### src/rtl/time_set_rx.sv
// time_set_rx: serial receiver for the 7-byte time-set frame (A5, hour, minute, second, day, month, xor).
// Define TIME_SET_RX_PARITY_EN to add an even-parity bit to every byte.
module time_set_rx #(
    parameter int CLKS_PER_BIT = 16,
    parameter int TIMEOUT_BITS = 20
) (
    input  logic       clock,
    input  logic       reset,
    input  logic       rx,
    output logic       set_valid,
    output logic [4:0] set_hour,
    output logic [5:0] set_minute,
    output logic [5:0] set_second,
    output logic [4:0] set_day,
    output logic [3:0] set_month,
    output logic       err_valid,
    output logic [2:0] err_code,
    output logic       busy
);

    localparam int              CW        = $clog2(CLKS_PER_BIT);
    localparam logic [CW-1:0]   CNT_MAX   = CW'(CLKS_PER_BIT - 1);
    localparam logic [CW-1:0]   CNT_HALF  = CW'(CLKS_PER_BIT / 2);
    localparam int              GAP_LIMIT = TIMEOUT_BITS * CLKS_PER_BIT;
    localparam int              GW        = $clog2(GAP_LIMIT + 2);
    localparam logic [GW-1:0]   GAP_SAT   = GW'(GAP_LIMIT + 1);

    localparam logic [2:0] ERR_FRAME   = 3'd1;
    localparam logic [2:0] ERR_CSUM    = 3'd3;
    localparam logic [2:0] ERR_RANGE   = 3'd4;
    localparam logic [2:0] ERR_TIMEOUT = 3'd5;
`ifdef TIME_SET_RX_PARITY_EN
    localparam logic [2:0] ERR_PARITY  = 3'd2;
    typedef enum logic [2:0] {B_IDLE, B_START, B_DATA, B_PARITY, B_STOP} bit_state_e;
`else
    typedef enum logic [1:0] {B_IDLE, B_START, B_DATA, B_STOP} bit_state_e;
`endif
    typedef enum logic [1:0] {P_WAIT_SYNC, P_PAYLOAD, P_CHECK} parse_state_e;

    logic rx_s1_q, rx_s2_q, rx_prev_q;

    // Line idles high, so the synchronizer resets to 1 to avoid a false start edge.
    // NOTE: sequential state uses non-blocking assignments so every flop samples pre-edge values.
    always_ff @(posedge clock or negedge reset) begin
        if (!reset) begin
            rx_s1_q   <= 1'b1;
            rx_s2_q   <= 1'b1;
            rx_prev_q <= 1'b1;
        end else begin
            rx_s1_q   <= rx;
            rx_s2_q   <= rx_s1_q;
            rx_prev_q <= rx_s2_q;
        end
    end

    bit_state_e  bstate_q, bstate_d;
    logic [CW-1:0] cnt_q, cnt_d;
    logic [2:0]  bitn_q, bitn_d;
    logic [7:0]  shift_q, shift_d;
    logic        byte_done, frame_err;
`ifdef TIME_SET_RX_PARITY_EN
    logic        par_bad_q, par_bad_d, par_err;
`endif

    // NOTE: every always_comb output gets a default first, so no path can infer a latch.
    always_comb begin
        bstate_d  = bstate_q;
        cnt_d     = cnt_q + CW'(1);
        bitn_d    = bitn_q;
        shift_d   = shift_q;
        byte_done = 1'b0;
        frame_err = 1'b0;
`ifdef TIME_SET_RX_PARITY_EN
        par_bad_d = par_bad_q;
        par_err   = 1'b0;
`endif
        case (bstate_q)
            B_IDLE: begin
                cnt_d = '0;
                if (rx_prev_q && !rx_s2_q) bstate_d = B_START;
            end
            B_START: begin
                if (cnt_q == CNT_HALF) begin
                    cnt_d    = '0;
                    bitn_d   = 3'd0;
                    bstate_d = rx_s2_q ? B_IDLE : B_DATA;
                end
            end
            B_DATA: begin
                if (cnt_q == CNT_MAX) begin
                    cnt_d   = '0;
                    shift_d = {rx_s2_q, shift_q[7:1]};
                    bitn_d  = bitn_q + 3'd1;
`ifdef TIME_SET_RX_PARITY_EN
                    if (bitn_q == 3'd7) bstate_d = B_PARITY;
`else
                    if (bitn_q == 3'd7) bstate_d = B_STOP;
`endif
                end
            end
`ifdef TIME_SET_RX_PARITY_EN
            B_PARITY: begin
                if (cnt_q == CNT_MAX) begin
                    cnt_d     = '0;
                    par_bad_d = rx_s2_q ^ (^shift_q);
                    bstate_d  = B_STOP;
                end
            end
`endif
            B_STOP: begin
                if (cnt_q == CNT_MAX) begin
                    cnt_d    = '0;
                    bstate_d = B_IDLE;
                    if (!rx_s2_q) frame_err = 1'b1;
`ifdef TIME_SET_RX_PARITY_EN
                    else if (par_bad_q) par_err = 1'b1;
`endif
                    else byte_done = 1'b1;
                end
            end
            default: bstate_d = B_IDLE;
        endcase
    end

    always_ff @(posedge clock or negedge reset) begin
        if (!reset) begin
            bstate_q  <= B_IDLE;
            cnt_q     <= '0;
            bitn_q    <= '0;
            shift_q   <= '0;
`ifdef TIME_SET_RX_PARITY_EN
            par_bad_q <= 1'b0;
`endif
        end else begin
            bstate_q  <= bstate_d;
            cnt_q     <= cnt_d;
            bitn_q    <= bitn_d;
            shift_q   <= shift_d;
`ifdef TIME_SET_RX_PARITY_EN
            par_bad_q <= par_bad_d;
`endif
        end
    end

    parse_state_e pstate_q, pstate_d;
    logic [2:0]      idx_q, idx_d;
    logic [7:0]      csum_q, csum_d;
    logic [4:0][7:0] shadow_q, shadow_d;
    logic [GW-1:0]   gap_q, gap_d;
    logic            set_valid_q, set_valid_d, err_valid_q, err_valid_d;
    logic [2:0]      err_code_q, err_code_d;
    logic [4:0]      hour_q, hour_d, day_q, day_d;
    logic [5:0]      minute_q, minute_d, second_q, second_d;
    logic [3:0]      month_q, month_d;
    logic            timeout, range_bad, fail;
    logic [2:0]      fail_code;

    assign timeout   = (pstate_q != P_WAIT_SYNC) && (gap_q == GAP_SAT);
    assign range_bad = (shadow_q[0] > 8'd23) || (shadow_q[1] > 8'd59) || (shadow_q[2] > 8'd59) ||
                       (shadow_q[3] > 8'd30) || (shadow_q[4] > 8'd11);

    always_comb begin
        pstate_d    = pstate_q;
        idx_d       = idx_q;
        csum_d      = csum_q;
        shadow_d    = shadow_q;
        set_valid_d = 1'b0;
        err_valid_d = 1'b0;
        err_code_d  = err_code_q;
        hour_d      = hour_q;
        minute_d    = minute_q;
        second_d    = second_q;
        day_d       = day_q;
        month_d     = month_q;
        fail        = 1'b0;
        fail_code   = err_code_q;

        // Gap counter only runs while a frame is open and the line is between bytes.
        if ((pstate_q != P_WAIT_SYNC) && (bstate_q == B_IDLE))
            gap_d = (gap_q == GAP_SAT) ? gap_q : gap_q + GW'(1);
        else
            gap_d = '0;

        if (frame_err) begin
            fail = 1'b1; fail_code = ERR_FRAME;
        end
`ifdef TIME_SET_RX_PARITY_EN
        else if (par_err) begin
            fail = 1'b1; fail_code = ERR_PARITY;
        end
`endif
        else if (timeout) begin
            fail = 1'b1; fail_code = ERR_TIMEOUT;
        end else if (byte_done) begin
            case (pstate_q)
                P_WAIT_SYNC: begin
                    if (shift_q == 8'hA5) begin
                        pstate_d = P_PAYLOAD;
                        idx_d    = 3'd0;
                        csum_d   = 8'h00;
                    end
                end
                P_PAYLOAD: begin
                    shadow_d[idx_q] = shift_q;
                    csum_d          = csum_q ^ shift_q;
                    idx_d           = idx_q + 3'd1;
                    if (idx_q == 3'd4) pstate_d = P_CHECK;
                end
                P_CHECK: begin
                    if (shift_q != csum_q) begin
                        fail = 1'b1; fail_code = ERR_CSUM;
                    end else if (range_bad) begin
                        fail = 1'b1; fail_code = ERR_RANGE;
                    end else begin
                        pstate_d    = P_WAIT_SYNC;
                        set_valid_d = 1'b1;
                        hour_d      = shadow_q[0][4:0];
                        minute_d    = shadow_q[1][5:0];
                        second_d    = shadow_q[2][5:0];
                        day_d       = shadow_q[3][4:0];
                        month_d     = shadow_q[4][3:0];
                    end
                end
                default: pstate_d = P_WAIT_SYNC;
            endcase
        end

        if (fail) begin
            pstate_d    = P_WAIT_SYNC;
            err_valid_d = 1'b1;
            err_code_d  = fail_code;
        end
    end

    // NOTE: the shadow bytes are a handful of flops, so they take the reset like everything else.
    always_ff @(posedge clock or negedge reset) begin
        if (!reset) begin
            pstate_q    <= P_WAIT_SYNC;
            idx_q       <= '0;
            csum_q      <= '0;
            shadow_q    <= '0;
            gap_q       <= '0;
            set_valid_q <= 1'b0;
            err_valid_q <= 1'b0;
            err_code_q  <= '0;
            hour_q      <= '0;
            minute_q    <= '0;
            second_q    <= '0;
            day_q       <= '0;
            month_q     <= '0;
        end else begin
            pstate_q    <= pstate_d;
            idx_q       <= idx_d;
            csum_q      <= csum_d;
            shadow_q    <= shadow_d;
            gap_q       <= gap_d;
            set_valid_q <= set_valid_d;
            err_valid_q <= err_valid_d;
            err_code_q  <= err_code_d;
            hour_q      <= hour_d;
            minute_q    <= minute_d;
            second_q    <= second_d;
            day_q       <= day_d;
            month_q     <= month_d;
        end
    end

    assign set_valid  = set_valid_q;
    assign set_hour   = hour_q;
    assign set_minute = minute_q;
    assign set_second = second_q;
    assign set_day    = day_q;
    assign set_month  = month_q;
    assign err_valid  = err_valid_q;
    assign err_code   = err_code_q;
    assign busy       = (pstate_q != P_WAIT_SYNC);

endmodule

### config.mk
export PLATFORM = sky130hd
export DESIGN_NAME = time_set_rx
export DESIGN_NICKNAME = d
export VERILOG_FILES = /design/src/rtl/time_set_rx.sv
export SDC_FILE = /design/constraint.sdc
export NUM_CORES = 1
export LEC_CHECK = 0
export ABC_AREA = 1
export CORE_ASPECT_RATIO = 0.9
export CORE_MARGIN = 5
export CORE_UTILIZATION = 53
export DETAILED_ROUTE_END_ITERATION = 12
export GPL_ROUTABILITY_DRIVEN = 0
export PLACE_DENSITY_LB_ADDON = 0.08
export REMOVE_ABC_BUFFERS = 1
export SYNTH_ARGS = -nofsm -noshare
export SYNTH_HDL_FRONTEND = slang
export SYNTH_SLANG_ARGS = --single-unit
### constraint.sdc
create_clock -name clock -period 1.55 [get_ports clock]
set_input_delay 0.2325 -clock clock [delete_from_list [all_inputs] [get_ports clock]]
set_output_delay 0.2325 -clock clock [all_outputs]
set_load 0.005 [all_outputs]
==> metrics.yaml, run 1 <==
sta:
  period_share: 1.103
  rsz0062_at_grt: "true"
  finalSetupTns_ps: -6248
  setup_viol: 80
  slew_headroom: 0.6812
  drv_slew: 0
  period_needed_ps: 1710
  fin_worst_skew_ps: 12.37
  hold_viol: 0
  finalHoldWorstSlack_ps: 120.4
  timing.fmax_ghz: 0.5848
  layout_setup_ws_ps: -159.9
  tightest_slew_ps: 478.3
global_routing:
  grt_pass1_wl_mm: 20.89
  antenna_found_initial: 0
  grt_pass1_vias: 4275
  grt.total_usage: 0.2220
  grt_max_degree: 37
  grt_overflow_total: 0
final_layout:
  fin_nets: 737
  layout-drive-gt1-share: 0.3713
  antenna_cells: 0
  syn_to_final_growth_pct: 42.64
worst_setup_path:
  end_kind: "flop"
  crit_slowest_cell: "dfrtp_1"
  crit_path_end: "set_minute[3]$_DFFE_PN0P_"
  crit_required_ps: 2010
  cp_data_arrival_time_ps: 2170
  worstSetupStartpoint: "shadow_q[5]$_DFFE_PN0P_"
  r2r-start: "shadow_q[5]$_DFFE_PN0P_"
  cp_max_fo: 7
  critical_path.reg2reg.endpoint: "set_minute[3]$_DFFE_PN0P_"
  cp-start-kind: "flop"
  crit_chain: "nor2_1 > nand2_1 > nor2_1 > nand3_2 > nor2_4 > nand2_4 > nor2_8 > clkbuf_16 > nand2_1 > nand2_1"
  cp_slowest_stage_delay_ps: 380
  critPathKind: "flop to flop"
  ff2ff_setup_slack_ps: -160
  reg2regPathDepth: 10
  path_common_cell: "nand2_1"
synthesis:
  synth_cell_types: 33
  netlist.area_leader.share: 0.5252
  syn_area_per_cell_um2: 8.824
  synthTopCellsByArea: "dfrtp_1 53%, nand2_1 16%, o21ai_0 4.1%, nand3_4 3.0%, inv_1 2.9%"
  netlist_area_um2: 5241
  yosysWarningCount: 0
  synthTopCellsByCount: "222 x nand2_1, 110 x dfrtp_1, 43 x o21ai_0, 41 x inv_1, 39 x nor2_1"
  synth_edf_count: 0
  syn_inst: 594
  synth_most_common_cell: "nand2_1"
  synth_seq_cells: 113
  synth_ff_type: "dfrtp_1"
  ys_seq_area_frac: 0.5402
  synth_top_area_cell: "dfrtp_1"
  ys_async_sr_fraction: 1.000
clocking:
  clk_latency_ps: 530
  clockBufferDepth: 2
  h-tree-depth: 4
  clk_pin_slew_ps: 60
  clock-sinks: 113
  cts_tree: "yes"
  clk_root_buffer_cell: "clkbuf_8"
  cts_buffers: 17
worst_hold_path:
  hold_path_class: "input pin to flop"
power_and_ir_drop:
  p_leak_nw: 3.891
  power_mw: 7.651
  power_density_nw_per_um2: 1023
  peakVddDrop_v: 0.001021
route:
  dr.first_iter.drc_count: 343
  ant_nets: 0
  vias: 4494
  drc: 0
  avgRoutedWirePerCell_um: 15.57
  dr.pass1.iters: 4
  routed_wl_mm: 13.45
  drt-vias-per-instance: 5.201
placement:
  hpwl_mm: 7.948
  port_buffers: 34
flow_run:
  drv_cap: 0
floorplan:
  fp.dieH_um: 104.3
  row_count: 34
  fp.dieW_um: 114.8
  core_area_um2: 9657
  floorplan.initialDensity: 0.5428
  ioPinCount: 35
  fp.dieArea_um2: 11980
outcome:
  violations: "negative setup slack"
  status: "finished with violations"
## final cells by class
type,instances,area (um^2)
repair inverters,1,6.256
fillers,617,2181
inverters,51,209.0
clock inverters,10,135.1
well taps,126,157.7
multi-input cells,424,2579
flip-flops and latches,113,2831
clock buffers,21,449.2
repair buffers,118,1109
## worst min-delay path by stage
stage,from,endpoint,cells past startpoint
after floorplan,reset,asynchronous set/reset pin,0
after global placement,reset,set_valid$_DFF_PN0_,1
after detailed placement,reset,set_second[2]$_DFFE_PN0P_,1
after CTS,rx,rx_s1_q$_DFF_PN1_,1
after global routing,rx,rx_s1_q$_DFF_PN1_,1
final,rx,rx_s1_q$_DFF_PN1_,1
## where the power goes
part           total, mW  switching (mW)  internal, mW  leakage, nW
sequential          3.07          0.0410          3.03         1.56
combinational      0.723           0.406         0.317         2.04
clock               3.86            1.34          2.51        0.288
total               7.65            1.79          5.86         3.89
## state kept, by name, summed over array words and instances, names as in the netlist, 3 cells and up, named ones only
register	count
bitn_q	3
cnt_q	4
csum_q	8
err_code	3
gap_q	9
idx_q	3
set_day	5
set_hour	5
set_minute	6
set_month	4
set_second	6
shadow_q	40
shift_q	8
## per-layer routing
metal | track usage | vias up | wire [um]
met3 | 0.05643 | 25 | 681
li1 | - | 2179 | -
met2 | 0.3649 | 111 | 6934
met5 | 0 | - | 0
met4 | 0.08634 | 0 | 304
met1 | 0.2799 | 2179 | 5534
## per-stage QoR
stage | cells | utilization | setup slack, ps | cell area, um^2
5_1_grt | 864 | 0.7742 | -251.6 | 7476
6_report | 864 | 0.7742 | -159.9 | 7476
4_1_cts | 849 | 0.7279 | -112.3 | 7029
3_3_place_gp | 800 | 0.6354 | -55.31 | 6136
2_1_floorplan | 583 | - | -83.74 | 5137
3_5_place_dp | 800 | 0.6354 | -120.5 | 6136
## cell usage in the layout (no fill, tap or decap), types with 18 or more instances in the layout
master	n
clkbuf_16	18
inv_1	31
dfrtp_1	110
nor2_1	32
dlygate4sd2_1	30
o21ai_1	36
nand2_2	58
o21ai_2	21
buf_4	65
nand2_1	169
## cell families (layout without fill, tap and decap cells)
kind of cell,after synthesis,count (layout),synth area share
buffers and inverters,62,201,0.05681
multiplexers,1,1,0.001910
AND/OR/NAND/NOR,328,333,0.2970
adder cells (fa/ha/maj),8,8,0.01910
flip-flops,113,113,0.5402
AO/OA/AOI/OAI,79,79,0.07997
XOR/XNOR,3,3,0.005014
## what timing repair did
item                                   CTS  global route
gates cloned                             5             4
setup endpoints to repair              116            93
endpoints found under the hold margin   28             0
pin swaps                               20            35
resized for setup                      107            92
buffers inserted                        12            13
hold buffers                             1             0
## worst max-delay path, delay by kind of cell (launching register included)
family | cells | cell delay, ps
and+or+nand+nor | 9 | 1060
DFF | 1 | 380
buffers and inverters | 1 | 210
Note: power is estimated with default switching activity, not from simulation.
==> run 2: changes to the inputs <==
--- a/config.mk
+++ b/config.mk
@@ -7,7 +7,7 @@
 export LEC_CHECK = 0
 export ABC_AREA = 1
 export CORE_ASPECT_RATIO = 0.9
-export CORE_MARGIN = 5
+export CORE_MARGIN = 2
 export CORE_UTILIZATION = 53
 export DETAILED_ROUTE_END_ITERATION = 12
 export GPL_ROUTABILITY_DRIVEN = 0
==> run 2 against run 1 <==
  * The run still ends with negative setup slack left
  * Wire length up 0.89%
  * Clock power increased by 4%
  * Setup slack got worse by 73 ps
  * Critical endpoint is now shadow_q[35]$_DFFE_PN0P_
  * First-iteration DRC count is 33% lower
  * Global-route usage is 3.1 points higher
  * Combinational power grew 19%
==> metrics.yaml, run 2 (synthesized netlist as in run 1, its figures left out) <==
power_and_ir_drop:
  power_mw: 7.967
  power_density_nw_per_um2: 1071
  peakVddDrop_v: 0.001005
  p_leak_nw: 3.844
route:
  drt-vias-per-instance: 5.203
  dr.pass1.iters: 4
  drc: 0
  ant_nets: 0
  avgRoutedWirePerCell_um: 15.57
  dr.first_iter.drc_count: 229
  routed_wl_mm: 13.57
  vias: 4537
placement:
  port_buffers: 34
  hpwl_mm: 7.864
  pre_cts_ws_ps: -112.6
  dp_cells: 807
floorplan:
  row_count: 34
  fp.dieH_um: 98.34
  fp.dieW_um: 108.8
  core_area_um2: 9657
  fp.dieArea_um2: 10700
  floorplan.initialDensity: 0.5428
  ioPinCount: 35
sta:
  hold_viol: 0
  finalSetupTns_ps: -10000
  setup_viol: 85
  timing.fmax_ghz: 0.5608
  slew_headroom: 0.5566
  layout_setup_ws_ps: -233.3
  rsz0062_at_grt: "true"
  period_share: 1.150
  drv_slew: 0
  fin_worst_skew_ps: 8.552
  period_needed_ps: 1783
  tightest_slew_ps: 660.1
  finalHoldWorstSlack_ps: 118.1
final_layout:
  finalNonFillerCells: 872
  layout-drive-gt1-share: 0.3458
  largest_register_ffs: 40
  largest-register: "shadow_q"
  nFillCells: 644
  final_common_cell: "nand2_1"
  final_cell_mix: "190 x nand2_1, 110 x dfrtp_1, 74 x buf_4"
  fin_nets: 744
  antenna_cells: 0
  syn_to_final_growth_pct: 41.87
  reg_top3: "shadow_q (40), gap_q (9)"
worst_setup_path:
  crit_slowest_cell: "dfrtp_1"
  cp_max_fo: 8
  cp_slowest_stage_delay_ps: 360
  path_buf_inv: 1
  critical_path.reg2reg.endpoint: "shadow_q[35]$_DFFE_PN0P_"
  crit_required_ps: 1970
  end_kind: "flop"
  worstSetupStartpoint: "cnt_q[0]$_DFF_PN0_"
  crit_chain: "ha_2 > nand2_2 > nor2_4 > nand3_4 > nor2_8 > buf_6 > nand3_2 > o21ai_1"
  cp_num_cells: 8
  critPathKind: "flop to flop"
  reg2regPathDepth: 8
  ff2ff_setup_slack_ps: -230
  cp_data_arrival_time_ps: 2200
  crit_path_end: "shadow_q[35]$_DFFE_PN0P_"
  cp_top_family: "simple AND/OR/NAND/NOR gates"
  r2r-start: "cnt_q[0]$_DFF_PN0_"
  cp-start-kind: "flop"
worst_hold_path:
  hold_path_class: "input pin to flop"
  min_from: "rx"
clocking:
  cts_buffers: 17
  clock-sinks: 113
  clk_pin_slew_ps: 60
  cts_tree: "yes"
  clk_latency_ps: 520
  clockBufferDepth: 2
  clk_root_buffer_cell: "clkbuf_8"
  h-tree-depth: 4
flow_run:
  drv_cap: 0
global_routing:
  grt_max_degree: 48
  antenna_found_initial: 0
  grt.total_usage: 0.2531
  grt_overflow_total: 0
  grt_pass1_wl_mm: 20.88
  grt_pass1_vias: 4432
outcome:
  status: "finished with violations"
  violations: "negative setup slack"
==> run 2: layout make-up <==
| cell class | count | area [um^2] | share of cell area |
|---|---|---|---|
| multi-input cells | 424 | 2474 | 0.3327 |
| flip-flops and latches | 113 | 2831 | 0.3808 |
| well taps | 126 | 157.7 | 0.02120 |
| clock inverters | 13 | 185.2 | 0.02490 |
| repair buffers | 126 | 1157 | 0.1556 |
| inverters | 51 | 209.0 | 0.02810 |
| clock buffers | 19 | 421.7 | 0.05671 |
==> run 2: report_power, final <==
part / internal (mW) / switching (mW) / leakage (nW) / total [mW]
registers: 3.03 / 0.0418 / 1.56 / 3.07
logic: 0.382 / 0.481 / 1.99 / 0.863
clock network: 2.61 / 1.42 / 0.293 / 4.03
==> run 2: worst min path at each step <==
stage	slack, ps	cells past startpoint	to
6_report	120	1	rx_s1_q$_DFF_PN1_
5_1_grt	120	1	rx_s1_q$_DFF_PN1_
4_1_cts	110	1	rx_s1_q$_DFF_PN1_
3_5_place_dp	170	1	set_second[3]$_DFFE_PN0P_
3_3_place_gp	160	1	set_minute[4]$_DFFE_PN0P_
2_1_floorplan	-60	0	asynchronous set/reset pin
==> run 2: per-layer routing <==
layer,track usage,share of wire,vias up
li1,-,-,2195
met1,0.3166,0.42,2214
met2,0.4279,0.53,106
met3,0.04673,0.038,22
met4,0.1095,0.020,0
met5,0,0,-
==> run 2: through the flow <==
| step | utilization | instance area [um^2] |
|---|---|---|
| floorplan | - | 5137 |
| global placement | 0.6395 | 6176 |
| detailed placement | 0.6395 | 6176 |
| CTS | 0.7277 | 7027 |
| global route | 0.7700 | 7436 |
| finish | 0.7700 | 7436 |
==> run 2: repair_timing <==
action | CTS | global route
endpoints found under the setup margin | 118 | 91
cloned | 2 | 6
hold buffers | 1 | 0
setup buffers | 10 | 14
pin swaps | 5 | 22
endpoints found under the hold margin | 110 | 0
gates resized for setup | 107 | 66
